File: src/rtl/alu_pkg.sv
// alu_pkg: ALU op codes, legal-op helper and arbiter FSM state encoding.
// Latency: n/a (types and constants only).
// Backpressure: n/a.
package alu_pkg;

    localparam logic [3:0] ALU_ADD = 4'b0000;
    localparam logic [3:0] ALU_SUB = 4'b0010;
    localparam logic [3:0] ALU_AND = 4'b0100;
    localparam logic [3:0] ALU_OR  = 4'b0101;
    localparam logic [3:0] ALU_XOR = 4'b0110;
    localparam logic [3:0] ALU_NOR = 4'b0111;
    localparam logic [3:0] ALU_SLT = 4'b1010;

    typedef enum logic [1:0] {
        ST_IDLE = 2'd0,
        ST_EXEC = 2'd1,
        ST_RESP = 2'd2
    } state_e;

    function automatic logic op_legal(input logic [3:0] op);
        logic ok;
        case (op)
            ALU_ADD, ALU_SUB, ALU_AND, ALU_OR,
            ALU_XOR, ALU_NOR, ALU_SLT: ok = 1'b1;
            default:                   ok = 1'b0;
        endcase
        return ok;
    endfunction

endpackage

File: src/rtl/alu_arbiter_if.sv
// alu_arbiter_if: request/response channels of the shared ALU plus the ALU drive/return bus.
// Latency: n/a (wires only).
// Backpressure: valid/ready on both the request and the response channel.
interface alu_arbiter_if #(
    parameter int NREQ = 2,
    parameter int W    = 32
);
    logic [NREQ-1:0]   req_valid;
    logic [NREQ-1:0]   req_ready;
    logic [4*NREQ-1:0] req_op;
    logic [W*NREQ-1:0] req_a;
    logic [W*NREQ-1:0] req_b;
    logic [NREQ-1:0]   rsp_valid;
    logic [NREQ-1:0]   rsp_ready;
    logic [W-1:0]      rsp_res;
    logic              rsp_zero;
    logic              rsp_err;
    logic [3:0]        alu_op;
    logic [W-1:0]      alu_a;
    logic [W-1:0]      alu_b;
    logic [W-1:0]      alu_res;
    logic              alu_zero;

    modport master (
        output req_valid, req_op, req_a, req_b, rsp_ready,
        input  req_ready, rsp_valid, rsp_res, rsp_zero, rsp_err
    );

    modport slave (
        input  req_valid, req_op, req_a, req_b, rsp_ready, alu_res, alu_zero,
        output req_ready, rsp_valid, rsp_res, rsp_zero, rsp_err, alu_op, alu_a, alu_b
    );

    modport alu (
        input  alu_op, alu_a, alu_b,
        output alu_res, alu_zero
    );

endinterface

File: src/rtl/alu_arbiter_rr_arbiter.sv
// rr_arbiter: round-robin pick of one requester, search starting at ptr and wrapping.
// Latency: combinational.
// Backpressure: none; grant is zero when no request is set.
module rr_arbiter #(
    parameter int NREQ = 2,
    parameter int IW   = $clog2(NREQ)
) (
    input  logic [NREQ-1:0] req,
    input  logic [IW-1:0]   ptr,
    output logic [NREQ-1:0] gnt,
    output logic [IW-1:0]   gnt_idx,
    output logic            gnt_vld
);

    logic [NREQ-1:0] rot;
    logic [IW:0]     sum;

    // Rotate so bit 0 is the pointer position; the lowest set bit wins.
    always_comb begin
        rot     = NREQ'({req, req} >> ptr);
        gnt     = '0;
        gnt_idx = '0;
        gnt_vld = 1'b0;
        sum     = '0;
        for (int k = NREQ - 1; k >= 0; k--) begin
            if (rot[k]) begin
                gnt_vld = 1'b1;
                sum     = {1'b0, ptr} + (IW+1)'(k);
            end
        end
        if (sum >= (IW+1)'(NREQ)) begin
            sum = sum - (IW+1)'(NREQ);
        end
        gnt_idx = sum[IW-1:0];
        if (gnt_vld) begin
            gnt[gnt_idx] = 1'b1;
        end
    end

endmodule

File: src/rtl/alu_arbiter.sv
// alu_arbiter: round-robin share of one ALU by NREQ requesters; ALU_ARB_ILLEGAL_OP_CHK_EN suppresses illegal ops.
// Latency: request handshake in cycle N -> rsp_valid in cycle N+2; one op in flight, 3 cycles min per op.
// Backpressure: response held until the owner's rsp_ready; req_ready low while EXEC/RESP.
module alu_arbiter
    import alu_pkg::*;
#(
    parameter int NREQ = 2,
    parameter int W    = 32
) (
    input  logic         clk,
    input  logic         rst_n,
    alu_arbiter_if.slave bus
);

    localparam int IW = $clog2(NREQ);

    state_e          state_q, state_d;
    logic [IW-1:0]   ptr_q, ptr_d;
    logic [IW-1:0]   owner_q, owner_d;
    logic [3:0]      op_q, op_d;
    logic [W-1:0]    a_q, a_d;
    logic [W-1:0]    b_q, b_d;
    logic [W-1:0]    res_q, res_d;
    logic            zero_q, zero_d;
`ifdef ALU_ARB_ILLEGAL_OP_CHK_EN
    logic            ill_q, ill_d;
    logic            err_q, err_d;
`endif

    logic [NREQ-1:0] gnt;
    logic [IW-1:0]   gnt_idx;
    logic            gnt_vld;
    logic [3:0]      sel_op;
    logic [W-1:0]    sel_a;
    logic [W-1:0]    sel_b;
    logic [NREQ-1:0] rsp_vld;

    rr_arbiter #(.NREQ(NREQ), .IW(IW)) u_rr (
        .req     (bus.req_valid),
        .ptr     (ptr_q),
        .gnt     (gnt),
        .gnt_idx (gnt_idx),
        .gnt_vld (gnt_vld)
    );

    always_comb begin
        sel_op = '0;
        sel_a  = '0;
        sel_b  = '0;
        for (int i = 0; i < NREQ; i++) begin
            if (gnt[i]) begin
                sel_op = bus.req_op[4*i +: 4];
                sel_a  = bus.req_a[W*i +: W];
                sel_b  = bus.req_b[W*i +: W];
            end
        end
    end

    always_comb begin
        state_d = state_q;
        ptr_d   = ptr_q;
        owner_d = owner_q;
        op_d    = op_q;
        a_d     = a_q;
        b_d     = b_q;
        res_d   = res_q;
        zero_d  = zero_q;
`ifdef ALU_ARB_ILLEGAL_OP_CHK_EN
        ill_d   = ill_q;
        err_d   = err_q;
`endif
        unique case (state_q)
            ST_IDLE: begin
                if (gnt_vld) begin
                    state_d = ST_EXEC;
                    owner_d = gnt_idx;
                    ptr_d   = (gnt_idx == IW'(NREQ - 1)) ? '0 : gnt_idx + 1'b1;
                    op_d    = sel_op;
                    a_d     = sel_a;
                    b_d     = sel_b;
`ifdef ALU_ARB_ILLEGAL_OP_CHK_EN
                    // Illegal ops are accepted but the ALU only sees a harmless ADD 0+0.
                    ill_d = !op_legal(sel_op);
                    if (!op_legal(sel_op)) begin
                        op_d = ALU_ADD;
                        a_d  = '0;
                        b_d  = '0;
                    end
`endif
                end
            end
            ST_EXEC: begin
                res_d   = bus.alu_res;
                zero_d  = bus.alu_zero;
                state_d = ST_RESP;
`ifdef ALU_ARB_ILLEGAL_OP_CHK_EN
                err_d = ill_q;
                if (ill_q) begin
                    res_d  = '0;
                    zero_d = 1'b1;
                end
`endif
            end
            ST_RESP: begin
                if (bus.rsp_ready[owner_q]) begin
                    state_d = ST_IDLE;
                end
            end
            default: state_d = ST_IDLE;
        endcase
    end

    always_ff @(posedge clk or negedge rst_n) begin
        if (!rst_n) begin
            state_q <= ST_IDLE;
            ptr_q   <= '0;
            owner_q <= '0;
            op_q    <= '0;
            a_q     <= '0;
            b_q     <= '0;
            res_q   <= '0;
            zero_q  <= 1'b0;
`ifdef ALU_ARB_ILLEGAL_OP_CHK_EN
            ill_q   <= 1'b0;
            err_q   <= 1'b0;
`endif
        end else begin
            state_q <= state_d;
            ptr_q   <= ptr_d;
            owner_q <= owner_d;
            op_q    <= op_d;
            a_q     <= a_d;
            b_q     <= b_d;
            res_q   <= res_d;
            zero_q  <= zero_d;
`ifdef ALU_ARB_ILLEGAL_OP_CHK_EN
            ill_q   <= ill_d;
            err_q   <= err_d;
`endif
        end
    end

    always_comb begin
        rsp_vld = '0;
        if (state_q == ST_RESP) begin
            rsp_vld[owner_q] = 1'b1;
        end
    end

    // Gated by rst_n so no grant escapes while reset is held.
    assign bus.req_ready = (state_q == ST_IDLE && rst_n) ? gnt : '0;
    assign bus.rsp_valid = rsp_vld;
    assign bus.rsp_res   = res_q;
    assign bus.rsp_zero  = zero_q;
    assign bus.alu_op    = op_q;
    assign bus.alu_a     = a_q;
    assign bus.alu_b     = b_q;
`ifdef ALU_ARB_ILLEGAL_OP_CHK_EN
    assign bus.rsp_err   = err_q;
`else
    assign bus.rsp_err   = 1'b0;
`endif

endmodule
File: src/flat_wrapper.sv
// flat-port wrapper written by rule: the top's interface ports become plain ports
module alu_arbiter_flat import alu_pkg::*;
#(
    parameter int NREQ = 2,
    parameter int W    = 32
)
  (clk, rst_n, bus_req_valid, bus_req_op, bus_req_a, bus_req_b, bus_rsp_ready, bus_alu_res, bus_alu_zero, bus_req_ready, bus_rsp_valid, bus_rsp_res, bus_rsp_zero, bus_rsp_err, bus_alu_op, bus_alu_a, bus_alu_b);
  alu_arbiter_if #(.NREQ(NREQ), .W(W)) bus_i ();
  input  logic clk;
  input  logic rst_n;
  input wire logic [$bits(bus_i.req_valid)-1:0] bus_req_valid;
  input wire logic [$bits(bus_i.req_op)-1:0] bus_req_op;
  input wire logic [$bits(bus_i.req_a)-1:0] bus_req_a;
  input wire logic [$bits(bus_i.req_b)-1:0] bus_req_b;
  input wire logic [$bits(bus_i.rsp_ready)-1:0] bus_rsp_ready;
  input wire logic [$bits(bus_i.alu_res)-1:0] bus_alu_res;
  input wire logic [$bits(bus_i.alu_zero)-1:0] bus_alu_zero;
  output wire logic [$bits(bus_i.req_ready)-1:0] bus_req_ready;
  output wire logic [$bits(bus_i.rsp_valid)-1:0] bus_rsp_valid;
  output wire logic [$bits(bus_i.rsp_res)-1:0] bus_rsp_res;
  output wire logic [$bits(bus_i.rsp_zero)-1:0] bus_rsp_zero;
  output wire logic [$bits(bus_i.rsp_err)-1:0] bus_rsp_err;
  output wire logic [$bits(bus_i.alu_op)-1:0] bus_alu_op;
  output wire logic [$bits(bus_i.alu_a)-1:0] bus_alu_a;
  output wire logic [$bits(bus_i.alu_b)-1:0] bus_alu_b;
  assign bus_i.req_valid = bus_req_valid;
  assign bus_i.req_op = bus_req_op;
  assign bus_i.req_a = bus_req_a;
  assign bus_i.req_b = bus_req_b;
  assign bus_i.rsp_ready = bus_rsp_ready;
  assign bus_i.alu_res = bus_alu_res;
  assign bus_i.alu_zero = bus_alu_zero;
  assign bus_req_ready = bus_i.req_ready;
  assign bus_rsp_valid = bus_i.rsp_valid;
  assign bus_rsp_res = bus_i.rsp_res;
  assign bus_rsp_zero = bus_i.rsp_zero;
  assign bus_rsp_err = bus_i.rsp_err;
  assign bus_alu_op = bus_i.alu_op;
  assign bus_alu_a = bus_i.alu_a;
  assign bus_alu_b = bus_i.alu_b;
  alu_arbiter #(.NREQ(NREQ), .W(W)) u_core (.clk(clk), .rst_n(rst_n), .bus(bus_i));
endmodule
File: config.mk
export PLATFORM = sky130hd
export DESIGN_NAME = alu_arbiter_flat
export DESIGN_NICKNAME = d
export VERILOG_FILES = /design/src/rtl/alu_pkg.sv /design/src/rtl/alu_arbiter_if.sv /design/src/rtl/alu_arbiter_rr_arbiter.sv /design/src/rtl/alu_arbiter.sv /design/src/flat_wrapper.sv
export SDC_FILE = /design/constraint.sdc
export NUM_CORES = 1
export LEC_CHECK = 0
export ABC_CLOCK_PERIOD_IN_PS = 1600
export CAP_MARGIN = 20
export CORE_MARGIN = 2
export CORE_UTILIZATION = 39
export CTS_CLUSTER_SIZE = 30
export DETAILED_ROUTE_END_ITERATION = 10
export PLACE_DENSITY = 0.86
export SLEW_MARGIN = 25
export SYNTH_ARGS = -nofsm -noshare
export SYNTH_HDL_FRONTEND = slang
export SYNTH_SLANG_ARGS = --single-unit
File: constraint.sdc
create_clock -name clk -period 1.6 [get_ports clk]
set_input_delay 0.4 -clock clk [delete_from_list [all_inputs] [get_ports clk]]
set_output_delay 0.4 -clock clk [all_outputs]
set_load 0.1 [all_outputs]
==> results summary, run 1 <==
The net total in the final layout came out at 852. Among cell families on the critical path, the largest total delay comes from flip-flops. The area taken by multi-input logic gates is 0.002067 sq mm. The maximum net fanout on the critical path is 4. The endpoint type of the worst setup path is an output pin. The number of nets in the synthesized netlist is 587. Port buffering added 279 buffers. The number of antenna violations at the first check in global routing is 0. The global-route usage over all layers came out at 0.2674. The number of global-route vias before repair is 4932. Across the run, the number of max-cap violations was 0. The final weighted congestion of routability-driven global placement came out at 0.7918. The final routed wire length divided by cell count came out at 21.49 um. The H-tree depth reported by CTS came out at 3. Setup violations remaining at the end of the flow were counted as 4. The vertical extent of the die is 116.3 um.

The first detailed-routing pass took 4 iterations. The clock buffer count from CTS is 9. The CTS tree is done.

The relative area change from synthesis to final layout came out at 89.53%. The number of routed nets with antenna violations came out at 0. The routed design could run at a clock period as short as 1.741 ns. Including well taps, the total number of placed cells is 832.

The library cell used most frequently in the layout, excluding fill and tap cells, is sky130_fd_sc_hd__clkdlybuf4s50_1. The max-slew violation count was 0. The ratio of routed vias to standard cells is 5.593.

The min-delay analysis places its worst path in the category input port to asynchronous set/reset pin. The number of standard-cell rows in the floorplan is 41. The post-synthesis instance total came out at 412. The maximum clock frequency came out at 574.3 MHz. The total placed instance area is 0.008947 sq mm. For the pin with the worst max-slew slack, the measured transition is 0.8972 ns. The sum of overflow across all layers after global routing came out at 0. After synthesis the netlist holds a flip-flop and latch count of 105. The worst slew margin relative to its limit is 0.4019. The peak per-stage delay on the critical path is 0.44 ns. The synthesis warning total came out at 0. The data required time of the worst path came out at 1.20 ns. The worst setup path is launched from a flip-flop. The initial cell density of the core came out at 0.3949. The buffer levels on the longest clock path came out at 2. The number of DRC violations after detailed-routing iteration 0 is 327. The total via count after detailed routing is 4771. The clock transition at the register clock pins on the worst setup and hold paths after CTS is 0.07 ns.

The later pin in the worst-skew pair is clocked with a latency of 0.35 ns. In this run, distinct cell masters in the synthesized netlist total 22. The layout filler cell count came out at 750. The sequential share of the synthesized area is 0.5338.

Setup repair after global routing could not meet its margin everywhere. Buffers inserted to repair hold after CTS numbered 0. The slowest cell on the critical path is sky130_fd_sc_hd__dfrtp_2. The cell area that synthesis handed to floorplanning was 0.004922 sq mm. The post-route fraction of the period consumed by the critical path is 1.088. The total I/O pin count is 281.

The overall routed net length is 18340 um. Once routing completed, OpenROAD measured the worst setup slack at -0.1411 ns. The sum of buffers and inverters on the critical path is 1. The final reports fail on negative setup slack. For this run, design rule violations remaining after detail routing come to 0.

The width of the die came out at 116.3 um. In the final layout, the share of cells above drive strength 1 is 0.3348. Walking the worst path, the cells encountered are nor2_4, and4_4, buf_12. The number of diodes added for antenna fixing came out at 0. The mean instance size in the synthesized netlist is 11.95 sq um. The floorplan step defined a core boundary enclosing 0.01247 sq mm. The maximum number of pins on one net before global-route repair is 73.

The run finished, with violations left. The number of standard cells in the final layout excluding fillers came out at 853. For this design, the sink count on the clock tree is 105. The hold violation count in the final report came to 0.

The worst-case hold slack is 0.1164 ns. CTS placed an instance of sky130_fd_sc_hd__clkbuf_16 at the clock tree root. The setup clock skew after layout is 0.01150 ns. The category of the critical setup timing path is flip-flop to output pin.

In the layout the commonest cells are sky130_fd_sc_hd__clkdlybuf4s50_1 (171), sky130_fd_sc_hd__buf_12 (110), sky130_fd_sc_hd__dfrtp_1 (104), sky130_fd_sc_hd__a21oi_1 (69). At the end of the flow the core is filled with cells to 0.7484. After legalization and detailed placement, the total HPWL measured 13700 um. The cell area after layout is 0.009329 sq mm. For the worst setup path, the data arrival time is 1.34 ns. The total die area is 0.01354 sq mm. The wire length of the first global-routing pass came out at 27030 um.

The sequential cell area in the final layout came out at 0.002629 sq mm.
-- layout make-up --
cell class,count,area share
Timing Repair Buffer,306,0.4399
Sequential cell,105,0.2818
Multi-Input combinational cell,254,0.2216
Clock buffer,10,0.02454
Tap cell,172,0.02307
Clock inverter,5,0.008718
Inverter,1,0.0004024
-- cell families (layout without fill, tap and decap cells) --
logic type / Yosys count / in the layout / synth area share
compound gates: 209 / 209 / 0.3177
flops: 105 / 105 / 0.5338
mux: 34 / 34 / 0.07778
other cells: 1 / 1 / 0.0007619
buf+inv: 53 / 322 / 0.05770
simple gates: 10 / 10 / 0.01220
-- synth_stat cells --
master,number,area share
sky130_fd_sc_hd__mux2_2,1,0.0023
sky130_fd_sc_hd__conb_1,1,0.00076
sky130_fd_sc_hd__clkbuf_1,31,0.024
sky130_fd_sc_hd__a2bb2oi_1,1,0.0018
sky130_fd_sc_hd__dfrtp_1,105,0.53
sky130_fd_sc_hd__nor2_1,3,0.0023
sky130_fd_sc_hd__and3_1,1,0.0013
sky130_fd_sc_hd__inv_1,1,0.00076
sky130_fd_sc_hd__a21boi_1,1,0.0015
sky130_fd_sc_hd__and4_1,1,0.0018
sky130_fd_sc_hd__buf_4,1,0.0015
sky130_fd_sc_hd__and2_4,1,0.0018
sky130_fd_sc_hd__a21oi_2,68,0.12
sky130_fd_sc_hd__mux2_1,33,0.075
sky130_fd_sc_hd__a21oi_1,69,0.070
sky130_fd_sc_hd__or2_1,1,0.0013
sky130_fd_sc_hd__buf_6,9,0.021
sky130_fd_sc_hd__a32oi_1,68,0.12
sky130_fd_sc_hd__a31oi_1,1,0.0013
sky130_fd_sc_hd__o21ai_0,1,0.0010
sky130_fd_sc_hd__buf_2,11,0.011
sky130_fd_sc_hd__nand2b_1,3,0.0038
-- flip-flops by register name (all words and copies together) (netlist names) --
| signal | cells |
|---|---|
| u_core.bus.alu_op | 4 |
| u_core.bus.alu_b | 32 |
| u_core.owner_q | 1 |
| u_core.ptr_q | 1 |
| u_core.bus.rsp_res | 32 |
| u_core.bus.alu_a | 32 |
| u_core.bus.rsp_zero | 1 |
| u_core.state_q | 2 |
-- what timing repair did --
item | 4_1_cts | 5_1_grt
buffers inserted | 4 | 2
pin swaps | 2 | 2
gates resized for setup | 2 | 5
setup endpoints to repair | 16 | 25
-- per-layer routing --
layer,routed length [um],part of all wire,vias up,global-route usage
met2,9543,0.52,279,0.4818
met4,549,0.030,0,0.1151
met5,0,0,-,0
li1,-,-,2113,-
met1,6459,0.35,2337,0.2943
met3,1783,0.097,42,0.07577
-- metrics by stage --
step	setup TNS (ns)	setup slack (ns)
6_report	-0.4034	-0.1411
5_1_grt	-0.5698	-0.1853
4_1_cts	-0.5899	-0.1620
3_5_place_dp	-24.03	-0.3978
3_3_place_gp	-18.98	-0.3074
2_1_floorplan	-0.4821	-0.1439
-- worst paths after layout --
check                                 startpoint                     to  slack, ns  cells after the start
max                            u_core.state_q[1]       bus_req_ready[1]      -0.14                      3
min                                        rst_n   u_core.bus.alu_b[16]       0.12                      2
max reg2reg                         u_core.ptr_q   u_core.bus.alu_a[29]       0.10                      5
min reg2reg                u_core.bus.rsp_res[0]  u_core.bus.rsp_res[0]       0.57                      1
max in group asynchronous                  rst_n      u_core.state_q[1]       0.68                      2
min in group clk           u_core.bus.rsp_res[0]  u_core.bus.rsp_res[0]       0.57                      1
Power of run 1 is not shown: default switching activity piles up to over one toggle a cycle in this logic, so the estimate is an artifact.
==> inputs of run 2 (changes only) <==
--- a/config.mk
+++ b/config.mk
@@ -12,6 +12,7 @@
 export CTS_CLUSTER_SIZE = 30
 export DETAILED_ROUTE_END_ITERATION = 10
 export PLACE_DENSITY = 0.86
+export RECOVER_POWER = 50
 export SLEW_MARGIN = 25
 export SYNTH_ARGS = -nofsm -noshare
 export SYNTH_HDL_FRONTEND = slang
==> run 2 against run 1 <==
The flow still finishes with violations (negative setup slack). Count of clock-buffer cells in the layout unchanged. Hold slack improved by 0.0045 ns. Sequential share of layout area increased by 0.62 points. Die area unchanged. Register-to-register slack got worse by 0.02 ns. Critical path depth unchanged. Maximum frequency about the same. Sequential cell count unchanged. Final cell count unchanged. First-iteration DRC count increased by 5.5%.
==> results summary, run 2 (synthesis gave the netlist of run 1 again) <==
The clock network latency to the later pin of the worst-skew pair came to 0.36 ns (about the same). The checks that failed: negative setup slack. In the layout the commonest cells are sky130_fd_sc_hd__clkdlybuf4s50_1 (171), sky130_fd_sc_hd__dfrtp_1 (104), sky130_fd_sc_hd__buf_12 (94), sky130_fd_sc_hd__a21oi_1 (69). The total via count after detailed routing is 4779 (+0.17%). The run finished, with violations left. The final routed wire length divided by cell count is 21.56 um (+0.30%). The total I/O pin count is 281 (unchanged).

The maximum clock frequency is 574.4 MHz (about the same). The path class of the tightest hold or removal check is input port to asynchronous set/reset pin. The ratio of routed vias to standard cells came out at 5.603 (+0.17%). The sum of overflow across all layers after global routing is 0 (unchanged).

The final weighted congestion of routability-driven global placement came out at 0.7918 (unchanged). The layout filler cell count came out at 773 (+3.1%). The number of standard-cell rows in the floorplan is 41 (unchanged). The worst setup path is of the flip-flop to output pin kind.

The worst-case hold slack came out at 0.1209 ns (+0.004504 ns). Setup repair after global routing could not meet its margin everywhere. The number of DRC violations after detailed-routing iteration 0 was 345 (+5.5%).

The initial cell density of the core is 0.3949 (unchanged). The number of antenna violations at the first check in global routing was 0 (unchanged). The net total in the final layout was 852 (unchanged). The H-tree depth reported by CTS came out at 3 (unchanged). The reported max-cap violation count is 0 (unchanged).

The post-route fraction of the period consumed by the critical path is 1.088 (about the same). The CTS tree is done. The share of cells above drive strength 1 came to 0.3333 (-0.001468). The vertical extent of the die was 116.3 um (unchanged). The hold violation count in the final report came to 0 (unchanged). The wire length of the first global-routing pass was 27030 um (unchanged). The total die area is 0.01354 sq mm (unchanged). STA classifies the critical path endpoint as an output pin. The number of clock sinks is 105 (unchanged). The final critical-path required period is 1.741 ns (-0.0002760 ns). The number of endpoints failing setup at the final stage is 4 (unchanged). The relative area change from synthesis to final layout is 85.46%. The core utilization of the finished layout is 0.7323 (-0.01606). The maximum number of pins on one net before global-route repair is 73 (unchanged). The number of diodes added for antenna fixing was 0 (unchanged).

The width of the die came out at 116.3 um (unchanged). The total placed instance area came out at 0.008947 sq mm (unchanged). The buffer levels on the longest clock path came out at 2 (unchanged). The global-route usage over all layers came to 0.2674 (unchanged).

The worst setup path is launched from a flip-flop. The total core area is 0.01247 sq mm (unchanged). The critical path arrival is 1.34 ns (about the same). The actual slew at the worst max-slew pin came to 0.9117 ns (+0.01449 ns).

The total DRC errors in the routed layout is 0 (unchanged). The number of routed nets with antenna violations came out at 0 (unchanged). The leading cell type in the layout, fill and taps excluded is sky130_fd_sc_hd__clkdlybuf4s50_1. The count of buffers inserted at the top-level ports was 279 (unchanged).

The data required time of the worst path was 1.20 ns (about the same). The number of iterations in the first detailed-routing pass came out at 4 (unchanged). The number of global-route vias before repair is 4932 (unchanged). The max-slew violation count was 0 (unchanged). The number of hold buffers added after cts came out at 0 (unchanged). The worst-case setup margin in the final layout is -0.1409 ns (+0.0002760 ns). The clock buffer count from CTS is 9 (unchanged). The cell area after layout is 0.009129 sq mm (-2.1%). The sum of negative setup slack came to -0.3911 ns (+0.01226 ns). The half-perimeter wire length after detailed placement is 13700 um (unchanged). The overall routed net length is 18390 um (+0.30%). The clock transition at the register clock pins on the worst setup and hold paths after CTS is 0.07 ns (about the same). The maximum net fanout on the critical path is 4 (unchanged).

The worst slew margin relative to its limit came out at 0.3922 (-0.009662). The tree is rooted in a sky130_fd_sc_hd__clkbuf_16. The setup clock skew after layout came to 0.01286 ns (+0.001360 ns).
## run 2: worst paths after layout
| check | slack (ns) | depth (start not counted) | endpoint | startpoint |
|---|---|---|---|---|
| worst max-delay path | -0.14 | 3 | bus_req_ready[1] | u_core.state_q[1] |
| worst min-delay path | 0.12 | 2 | u_core.bus.alu_b[16] | rst_n |
| worst max register to register | 0.08 | 3 | u_core.bus.rsp_res[23] | u_core.state_q[0] |
| worst min register to register | 0.50 | 1 | u_core.bus.rsp_res[0] | u_core.bus.rsp_res[0] |
| max in group asynchronous | 0.67 | 2 | u_core.state_q[1] | rst_n |
| min in group clk | 0.50 | 1 | u_core.bus.rsp_res[0] | u_core.bus.rsp_res[0] |
## run 2: worst max-delay path, stage by stage (launching register included)
cell and delay (ns):
sky130_fd_sc_hd__dfrtp_2 0.44, sky130_fd_sc_hd__nor2_4 0.15, sky130_fd_sc_hd__and4_4 0.23, sky130_fd_sc_hd__buf_12 0.17
## run 2: layout make-up
class / instances / area, sq um / share of cell area
clock buffer: 10 / 229.0 / 0.02508
clock inverter: 5 / 81.33 / 0.008909
inverter: 1 / 3.754 / 0.0004112
multi-input combinational: 254 / 2067 / 0.2264
sequential: 105 / 2629 / 0.2880
tap: 172 / 215.2 / 0.02357
timing repair buffer: 306 / 3904 / 0.4276
## run 2: stage by stage
stage | std cells | worst slack, ns
final | 853 | -0.1409
after global placement | 832 | -0.3074
after CTS | 851 | -0.1620
after global routing | 853 | -0.1853
after floorplan | 412 | -0.1439
after detailed placement | 832 | -0.3978
## run 2: per-layer routing
layer / vias to the layer above / wire length, um / global-route usage / share of wire
met1: 2374 / 6658 / 0.2943 / 0.36
met2: 247 / 9514 / 0.4818 / 0.52
li1: 2114 / - / - / -
met3: 44 / 1623 / 0.07577 / 0.088
met5: - / 0 / 0 / 0
met4: 0 / 595 / 0.1151 / 0.032
## run 2: what timing repair did
item,4_1_cts,5_1_grt
pin swaps,2,2
cloned,0,0
setup endpoints to repair,16,25
setup buffers,4,2
endpoints found under the hold margin,0,0
resized for setup,2,5
Power of run 2 is left out for the same reason.
